$ cat src/rtl/sipo_pkg.sv
// Shared types and defaults for the serial-in/parallel-out receiver.
package sipo_pkg;

  // Default number of data bits per word.
  localparam int SIPO_WIDTH = 6;

  // Receive FSM states. PAR is reachable only when parity checking is built in.
  typedef enum logic [1:0] {
    IDLE  = 2'd0,
    SHIFT = 2'd1,
    PAR   = 2'd2
  } state_t;

endpackage

$ cat src/rtl/sipo_deserializer_thermo_decode.sv
// Combinational thermometer decoder: reports whether a word has the shape
// 1..10..0 (all-0 and all-1 included) and how many leading ones it has.
module thermo_decode #(
  parameter int WIDTH = 6,
  parameter int LENW  = $clog2(WIDTH + 1)
) (
  input  logic [WIDTH-1:0] word,
  output logic             is_thermo,
  output logic [LENW-1:0]  lead_len
);

  logic seen_zero;

  // Walk from the MSB: count ones until the first zero; any one after that breaks the pattern.
  always_comb begin
    // NOTE: every variable written here gets a default first, so no path can leave it unassigned and infer a latch.
    is_thermo = 1'b1;
    lead_len  = '0;
    seen_zero = 1'b0;
    for (int i = WIDTH - 1; i >= 0; i--) begin
      if (!word[i]) begin
        seen_zero = 1'b1;
      end else if (seen_zero) begin
        is_thermo = 1'b0;
      end else begin
        lead_len = lead_len + LENW'(1);
      end
    end
  end

endmodule

$ cat src/rtl/sipo_deserializer.sv
// Serial-in/parallel-out receiver. Bits arrive MSB-first on sin, qualified by
// sin_valid; each WIDTH-bit word lands in a single-entry output buffer with a
// valid/ready handshake, plus its thermometer decode.
// Optional feature: define PARITY_CHECK_EN to expect one even-parity bit after
// the data bits of every frame; mismatching frames are dropped with par_err.
module sipo_deserializer
  import sipo_pkg::*;
#(
  parameter int WIDTH = SIPO_WIDTH,
  parameter int LENW  = $clog2(WIDTH + 1)
) (
  input  logic             clk,
  input  logic             reset,
  input  logic             sin,
  input  logic             sin_valid,
  output logic [WIDTH-1:0] out_data,
  output logic             out_valid,
  input  logic             out_ready,
  output logic             out_thermo,
  output logic [LENW-1:0]  out_len,
  output logic             busy,
  output logic             overrun,
  output logic             overrun_sticky,
  output logic             par_err
);

  state_t           state_q, state_d;
  logic [WIDTH-1:0] shift_q, shift_d;
  logic [LENW-1:0]  cnt_q, cnt_d;
  logic             complete;
  logic [WIDTH-1:0] word;
  logic             par_fail;
  logic             dec_thermo;
  logic [LENW-1:0]  dec_len;

  // Frame state, shift register and bit counter.
  always_ff @(posedge clk or posedge reset) begin
    if (reset) begin
      state_q <= IDLE;
      shift_q <= '0;
      cnt_q   <= '0;
    end else begin
      // NOTE: state registers use non-blocking assignment so every flop samples the pre-edge values.
      state_q <= state_d;
      shift_q <= shift_d;
      cnt_q   <= cnt_d;
    end
  end

  // Next-state: shift qualified bits in, flag a finished word (or a parity failure).
  always_comb begin
    state_d  = state_q;
    shift_d  = shift_q;
    cnt_d    = cnt_q;
    complete = 1'b0;
    word     = shift_q;
    par_fail = 1'b0;
    case (state_q)
      IDLE: begin
        if (sin_valid) begin
          shift_d = {{(WIDTH-1){1'b0}}, sin};
          cnt_d   = LENW'(1);
          state_d = SHIFT;
        end
      end
      SHIFT: begin
        if (sin_valid) begin
          shift_d = {shift_q[WIDTH-2:0], sin};
          cnt_d   = cnt_q + LENW'(1);
          if (cnt_q == LENW'(WIDTH - 1)) begin
`ifdef PARITY_CHECK_EN
            state_d = PAR;
`else
            state_d  = IDLE;
            cnt_d    = '0;
            complete = 1'b1;
            word     = shift_d;
`endif
          end
        end
      end
      PAR: begin
`ifdef PARITY_CHECK_EN
        // Even parity: data bits plus parity bit must xor to zero.
        if (sin_valid) begin
          state_d = IDLE;
          cnt_d   = '0;
          if (^{shift_q, sin}) begin
            par_fail = 1'b1;
          end else begin
            complete = 1'b1;
          end
        end
`else
        state_d = IDLE;
        cnt_d   = '0;
`endif
      end
      default: begin
        state_d = IDLE;
        cnt_d   = '0;
      end
    endcase
  end

  assign busy = (state_q != IDLE);

  thermo_decode #(
    .WIDTH (WIDTH),
    .LENW  (LENW)
  ) u_thermo_decode (
    .word      (word),
    .is_thermo (dec_thermo),
    .lead_len  (dec_len)
  );

  // Single-entry output buffer: load on completion if empty or draining, else drop and flag overrun.
  always_ff @(posedge clk or posedge reset) begin
    if (reset) begin
      // NOTE: the output buffer is reset too, because every output must read 0 straight out of reset.
      out_data       <= '0;
      out_valid      <= 1'b0;
      out_thermo     <= 1'b0;
      out_len        <= '0;
      overrun        <= 1'b0;
      overrun_sticky <= 1'b0;
    end else begin
      overrun <= 1'b0;
      if (complete && (!out_valid || out_ready)) begin
        out_data   <= word;
        out_thermo <= dec_thermo;
        out_len    <= dec_len;
        out_valid  <= 1'b1;
      end else begin
        if (out_valid && out_ready) begin
          out_valid <= 1'b0;
        end
        if (complete) begin
          overrun        <= 1'b1;
          overrun_sticky <= 1'b1;
        end
      end
    end
  end

`ifdef PARITY_CHECK_EN
  // One-cycle parity error pulse, aligned with where the word would have appeared.
  always_ff @(posedge clk or posedge reset) begin
    if (reset) begin
      par_err <= 1'b0;
    end else begin
      par_err <= par_fail;
    end
  end
`else
  assign par_err = 1'b0;
`endif

endmodule

$ cat config.mk
export PLATFORM = sky130hd
export DESIGN_NAME = sipo_deserializer
export DESIGN_NICKNAME = d
export VERILOG_FILES = /design/src/rtl/sipo_pkg.sv /design/src/rtl/sipo_deserializer_thermo_decode.sv /design/src/rtl/sipo_deserializer.sv
export SDC_FILE = /design/constraint.sdc
export NUM_CORES = 1
export LEC_CHECK = 0
export ABC_AREA = 0
export CORE_MARGIN = 4
export CORE_UTILIZATION = 56
export DETAILED_ROUTE_END_ITERATION = 8
export DONT_BUFFER_PORTS = 1
export PLACE_DENSITY_LB_ADDON = 0.3
export SLEW_MARGIN = 20
export SYNTH_ARGS = -nofsm -noshare
export SYNTH_HDL_FRONTEND = slang
export SYNTH_SLANG_ARGS = --single-unit
$ cat constraint.sdc
create_clock -name clk -period 3.6 [get_ports clk]
set_input_delay 1.08 -clock clk [delete_from_list [all_inputs] [get_ports clk]]
set_output_delay 1.08 -clock clk [all_outputs]
set_load 0.02 [all_outputs]
==> key figures, run 1 <==
Timing
  • Slew @ Worst Pin: ~0.83 ns
  • Worst Skew: slightly above 0.006 ns
  • RSZ-0062 raised after global routing: true
  • Setup violations, final: 1
  • Final hold vios: 0
  • Worst rel slew slack: between 40% and 50%
  • Post-layout min period: roughly 3.8 ns
  • Slew Viols, Final: 0
  • Fmax: around 260 MHz
  • Post-route setup slack: -0.195 ns
  • Final period utilization: 105%

Synthesis
  • Synth cell count leaders: nand2_1, dfrtp_1, o21ai_0, nand3_1, nor2_1
  • Cell type with the largest total area after synthesis: dfrtp_1
  • Post-Synthesis Cells: 146
  • Number of synthesized register bits: 23
  • Post-synth cell types: 46
  • Primary FF master, synth: dfrtp_1
  • Asr flop ratio synth: 100%
  • Avg Cell Area, Syn: 9.41 um^2
  • Syn_nets: 155
  • Syn Std Cell Area: ~1400 um^2
  • Post-synth EDFFs: 0
  • Area share of the largest cell type after synthesis: approximately two fifths
  • Sequential-to-total area share from yosys stat: around two fifths
  • Area contributors post-synth: dfrtp_1, nand2_1, o21ai_0, nand3_1, ha_1
  • Count leader, synth: nand2_1
  • Yosys warns: 0

Global route
  • Vias in the first global route: roughly 1,000
  • Antenna violations before repair: 0
  • Largest net degree at the start of global routing: 24
  • Grt ovf: 0
  • First-pass GRT wire length: between 4000 and 5000 um
  • GRT Total Usage: between 10% and 20%

Die
  • Die Span X: between 50 and 60 um
  • Die Ht: between 50 and 60 um
  • DIE AREA: around 3300 um^2
  • Row cnt: 17
  • Core box area: approximately 2300 um^2
  • Initial Util: between 60% and 70%
  • Boundary Pins: 20

CTS
  • Clock Pin Slew Worst Setup and Hold Paths: between 0.1 and 0.15 ns
  • Root Buffer: clkbuf_4
  • CTS tree: built
  • Skew-Pair Late Insertion Delay: 0.32 ns
  • CTS Buf Count: 3
  • CTS Buffer Depth: 2
  • CTS sink count: 23
  • H-tree levels: 1

Finish
  • Area growth syn-to-layout: 14.7%
  • Layout Nets: around 170
  • ANT cells: 0
  • Non-Filler Instances: 187
  • Ratio of cells with drive above 1 in the final layout: between 20% and 30%

Setup path
  • CP max FO: 18
  • Element type at the critical path start: input port
  • Required time of the critical path: 3.82 ns
  • Critical path class: input port to flop
  • Worst Path Arrival: roughly 4 ns
  • Endpoint type of the worst setup path: flop

Power
  • P_leak: about 0.00071 uW
  • Total power draw: a little over 1000 uW
  • Worst vdd ir: 0.000521 V
  • Power density over the cells: around 640 nW/um^2

Detailed routing
  • Vias/cell: 5.87
  • WL final: 2840 um
  • Total number of vias: ~1,100
  • Antenna viol nets, final: 0
  • DR pass1 iterations: 4
  • Residual DRC count: 0
  • Initial DRC count: 39
  • Wire per inst: roughly 15 um

Job
  • Max_cap viols: 0

Status
  • Status: complete, but fails checks
  • Failing checks: setup timing

Placement
  • Detail Placement HPWL: between 2000 and 2500 um
  • Port bufs: 0
  • Placed insts: around 180
  • Final GP Congestion: 0.871

Hold path
  • Hold Path Class: flop to flop
[what timing repair did]
item / 4_1_cts / 5_1_grt
gates resized for setup: 0 / 1
pin swaps: 0 / 4
hold buffers: 0 / 0
setup buffers: 0 / 2
setup endpoints to repair: 1 / 1
[kinds of logic (layout without fill, tap and decap cells)]
kind of cell             count (synthesis)  in the layout  synth area share [%]
AND/OR/NAND/NOR                         63             63                  26.9
AO/OA/AOI/OAI                           34             34                  17.0
flip-flops                              23             23                  41.9
buffers and inverters                   15             28                  5.74
multiplexers                             5              5                  3.92
adder cells (fa/ha/maj)                  4              4                  3.64
other                                    1              1                 0.273
XOR/XNOR                                 1              1                 0.638
[metal layers]
metal  vias to the layer above  wire length [um]  track usage [%]
met1                       520              1300             24.1
met4                         0                51             8.28
met2                        35              1330             30.3
met5                         -                 0                0
li1                        538                 -                -
met3                         5               150             3.62
[power breakdown]
| group | internal (uW) | switching (uW) | leakage (uW) |
|---|---|---|---|
| clock | 42.5 | 85.0 | 0.0000139 |
| sequential | 340 | 152 | 0.000294 |
| combinational | 179 | 207 | 0.000403 |
| total | 561 | 444 | 0.000711 |
[placed cells by master, fill, tap and decap left out, drive strengths merged, types with 2 or more instances in the layout]
master,netlist,final
mux2i,2,2
dfrtp,23,23
nor2,9,9
o31ai,2,2
nand2b,2,2
a21oi,4,4
and3,2,2
mux2,3,3
a21boi,2,2
a31oi,2,2
clkbuf,2,3
o21ai,16,16
and4b,2,2
inv,9,9
ha,4,4
o22ai,2,2
nand2,25,25
nand3,13,13
nand4,3,3
buf,4,15
[final timing paths]
path | start | end | slack [ns] | cells past startpoint
hold reg to reg | out_data[1]$_DFFE_PP0P_ | out_data[1]$_DFFE_PP0P_ | 0.64 | 2
setup reg to reg | cnt_q[0]$_DFFE_PP0P_ | out_len[2]$_DFFE_PP0P_ | -0.03 | 15
hold / removal | out_data[1]$_DFFE_PP0P_ | out_data[1]$_DFFE_PP0P_ | 0.64 | 2
min in group asynchronous | reset | overrun$_DFF_PP0_ | 0.79 | 1
setup / recovery | sin_valid | out_len[2]$_DFFE_PP0P_ | -0.19 | 15
max in group asynchronous | reset | shift_q[1]$_DFFE_PP0P_ | 2.30 | 1
[area by class of cell]
cell class / instances / area, um^2
flip-flops and latches: 23 / 576
repair buffers: 15 / 113
multi-input cells: 108 / 788
clock inverters: 1 / 7.51
clock buffers: 3 / 22.5
inverters: 9 / 33.8
well taps: 28 / 35.0
fillers: 167 / 701
[registers in the layout (all words and copies together) (netlist names)]
name,cells
cnt_q,3
out_data,6
out_len,3
out_thermo,1
out_valid,1
overrun,1
overrun_sticky,1
shift_q,6
state_q,1
[stage by stage]
| stage | setup WS, ns | cell area (um^2) | util, % | hold slack [ns] | TNS (ns) |
|---|---|---|---|---|---|
| floorplan | -0.437 | 1440 | - | 0.548 | -0.607 |
| global placement | -0.415 | 1520 | 66.8 | 0.609 | -0.582 |
| detailed placement | -0.466 | 1520 | 66.8 | 0.617 | -0.659 |
| CTS | -0.117 | 1550 | 68.1 | 0.647 | -0.117 |
| global route | -0.370 | 1580 | 69.2 | 0.663 | -0.370 |
| finish | -0.195 | 1580 | 69.2 | 0.641 | -0.195 |
[critical path: stages]
cell and delay (ns):
nand2_8 0.05, o21ai_4 0.23, o21ai_2 0.09, ha_1 0.32
mux2_4 0.28, ha_4 0.22, o31a_1 0.23, ha_1 0.28
mux2i_1 0.18, a21boi_2 0.11, ha_4 0.18, and4b_2 0.24
o31ai_4 0.25, xor2_1 0.18, o21ai_1 0.08
Power figures use the tool's default switching activity.
==> inputs of run 2 (changes only) <==
--- a/config.mk
+++ b/config.mk
@@ -7,10 +7,11 @@
 export LEC_CHECK = 0
 export ABC_AREA = 0
 export CORE_MARGIN = 4
-export CORE_UTILIZATION = 56
+export CORE_UTILIZATION = 55
 export DETAILED_ROUTE_END_ITERATION = 8
 export DONT_BUFFER_PORTS = 1
 export PLACE_DENSITY_LB_ADDON = 0.3
+export RECOVER_POWER = 50
 export SLEW_MARGIN = 20
 export SYNTH_ARGS = -nofsm -noshare
 export SYNTH_HDL_FRONTEND = slang
==> run 2 against run 1 <==
Compared with the run above: the run still ends with setup timing left; register-to-register slack improved by 0.03 ns; sequential share of layout area decreased by 1.2 points; count of clock-buffer cells in the layout stayed put; total power up 2.8%; die area increased by 1.6%; setup slack better by 0.079 ns; critical path depth grew 1; non-clock buffer count is 1 higher; sequential power rose by 0.8%; fmax increased by 2.1%; cell count is 0.53% higher; highest routed layer unchanged.
==> key figures, run 2 (synthesized netlist as in run 1, its figures left out) <==
Timing
  • Final period utilization: 103% (-2.2 points)
  • Worst rel slew slack: 43.1% (-1.3 points)
  • Post-layout min period: 3.72 ns (-0.0788 ns)
  • RSZ-0062 raised after global routing: true
  • Final hold vios: 0 (unchanged)
  • Worst Skew: 0.00778 ns (+0.00162 ns)
  • Post-route setup slack: -0.116 ns (+0.0788 ns)
  • Fmax: 269 MHz (+2.1%)
  • Slew Viols, Final: 0 (unchanged)
  • Setup violations, final: 1 (unchanged)
  • Slew @ Worst Pin: 0.853 ns (+0.0194 ns)

Detailed routing
  • Antenna viol nets, final: 0 (unchanged)
  • Wire per inst: 17.1 um (+13%)
  • DR pass1 iterations: 4 (unchanged)
  • Initial DRC count: 50 (+28%)
  • DR top layer: met4
  • Met2 routed WL: 1570 um (+18%)
  • Wire length on met1: 1350 um (+4.0%)
  • WL final: 3220 um (+14%)
  • Total number of vias: 1,128 (+2.7%)
  • Vias/cell: 6.00 (+2.2%)
  • Residual DRC count: 0 (unchanged)
  • Met3 wire length: 203 um (+35%)

Die
  • Boundary Pins: 20 (unchanged)
  • DIE AREA: 3360 um^2 (+1.6%)
  • Die Ht: 58.0 um (+0.78%)
  • Die Span X: 58.0 um (+0.78%)
  • Initial Util: 59.8% (-0.56 points)
  • Row cnt: 17 (unchanged)
  • Core box area: 2300 um^2 (+0.93%)

Global route
  • Vias in the first global route: 1,058 (+2.2%)
  • First-pass GRT wire length: 5320 um (+8.0%)
  • GRT Total Usage: 20.5% (+1.8 points)
  • Grt ovf: 0 (unchanged)
  • Antenna violations before repair: 0 (unchanged)
  • Largest net degree at the start of global routing: 24 (unchanged)

Finish
  • Most frequent cells in the layout: nand2_1, dfrtp_1, buf_4
  • ANT cells: 0 (unchanged)
  • Layout Nets: 170 (+0.59%)
  • Area growth syn-to-layout: 18.7%
  • Ratio of cells with drive above 1 in the final layout: 31.9% (+2.9 points)
  • Core Util, Final: 71.0% (+1.8 points)
  • Biggest regs: out_data (6), shift_q (6)

Setup path
  • Gate family responsible for the most delay along the worst path: compound AO/OA/AOI/OAI gates
  • Required time of the critical path: 3.82 ns (about the same)
  • Element type at the critical path start: input port
  • FF-to-FF setup slack: 0 ns (+0.03 ns)
  • R2r worst-path depth: 17 (+2)
  • CP max FO: 18 (unchanged)
  • Critical Path Slowest Stage Cell: mux2_4
  • Reg-to-reg startpoint: cnt_q[2]$_DFFE_PP0P_
  • Worst path bufs/invs: 0 (unchanged)
  • Most used cell, CP: ha_4
  • RR Endpoint: out_len[2]$_DFFE_PP0P_
  • Critical path class: input port to flop
  • Crit path cell chain: nand2_8 > o21ai_4 > o21ai_4 > ha_4 > mux2_4 > ha_4 > o31a_1 > ha_1 > mux2i_1 > a21boi_2 > ha_4 > nand4_1 > and4_4 > o31ai_4 > xor2_1 > o21ai_1
  • Endpoint type of the worst setup path: flop
  • Worst Path Arrival: 3.94 ns (-0.07 ns)
  • Max incr delay on CP: 0.27 ns (-0.05 ns)

Status
  • Failing checks: setup timing
  • Status: complete, but fails checks

CTS
  • CTS sink count: 23 (unchanged)
  • H-tree levels: 1 (unchanged)
  • CTS Buf Count: 3 (unchanged)
  • Skew-Pair Late Insertion Delay: 0.33 ns (about the same)
  • CTS Buffer Depth: 2 (unchanged)
  • Post-CTS Setup Bufs: 0 (unchanged)
  • Root Buffer: clkbuf_4
  • CTS tree: built
  • Hold_buf cts: 0 (unchanged)
  • Clock Pin Slew Worst Setup and Hold Paths: 0.14 ns (about the same)

Placement
  • Detail Placement HPWL: 2330 um (+12%)
  • Final GP Congestion: 0.823 (-5.5%)
  • Port bufs: 0 (unchanged)
  • Worst slack, placed: -0.461 ns (+0.00553 ns)

Power
  • Power density over the cells: 634 nW/um^2 (-0.63%)
  • P_leak: 0.000727 uW (+2.3%)
  • Worst vdd ir: 0.000458 V (-12%)

Hold path
  • HP Start: shift_q[1]$_DFFE_PP0P_
  • Hold Path Depth: 2 (unchanged)
  • Hold Path Class: flop to flop
  • Hold-critical path endpoint: shift_q[2]$_DFFE_PP0P_

Job
  • Max_cap viols: 0 (unchanged)
[run 2: final cells by class]
cell class / count / area, um^2
inverter: 9 / 33.8
fill: 166 / 667
timing repair buffer: 16 / 120
tap: 28 / 35.0
clock buffer: 3 / 22.5
multi-input combinational: 108 / 836
sequential: 23 / 576
clock inverter: 1 / 7.51
[run 2: worst max-delay path by stage]
stage / start / to / slack, ns / depth (start not counted)
after global placement: sin_valid / out_len[2]$_DFFE_PP0P_ / -0.37 / 15
after detailed placement: sin_valid / out_len[2]$_DFFE_PP0P_ / -0.46 / 16
after CTS: sin_valid / out_len[2]$_DFFE_PP0P_ / -0.09 / 16
final: sin_valid / out_len[2]$_DFFE_PP0P_ / -0.12 / 16
after global routing: sin_valid / out_len[2]$_DFFE_PP0P_ / -0.22 / 16
after floorplan: sin_valid / out_len[2]$_DFFE_PP0P_ / -0.44 / 16
[run 2: power breakdown]
| part | leakage [uW] | switching, uW | internal, uW |
|---|---|---|---|
| sequential | 0.000294 | 155 | 340 |
| combinational | 0.000419 | 226 | 185 |
| clock | 0.0000139 | 86.2 | 42.5 |
| total | 0.000727 | 467 | 567 |
[run 2: per-stage QoR]
| stage | TNS, ns | cell area [um^2] | instances | hold WS, ns | total power [uW] |
|---|---|---|---|---|---|
| after global placement | -0.481 | 1540 | 184 | 0.606 | 862 |
| after floorplan | -0.607 | 1440 | 146 | 0.548 | 756 |
| after global routing | -0.221 | 1630 | 188 | 0.663 | 1110 |
| after detailed placement | -0.654 | 1540 | 184 | 0.607 | 883 |
| after CTS | -0.0922 | 1570 | 188 | 0.633 | 1020 |
| final | -0.116 | 1630 | 188 | 0.636 | 1030 |
[run 2: what timing repair did]
action / CTS / global route
setup endpoints to repair: 1 / 1
gates resized for setup: 0 / 8
pin swaps: 0 / 9
[run 2: routing by layer]
layer  GRT usage (%)  vias up
met5               0        -
met4            6.95        0
met3            2.23       10
met2            34.7       41
met1            27.2      533
li1                -      544
[run 2: tightest hold or removal path, stage by stage, from the launching register on]
cell	delay (ns)
dfrtp_1	0.45
nand3_1	0.08
o21ai_0	0.07
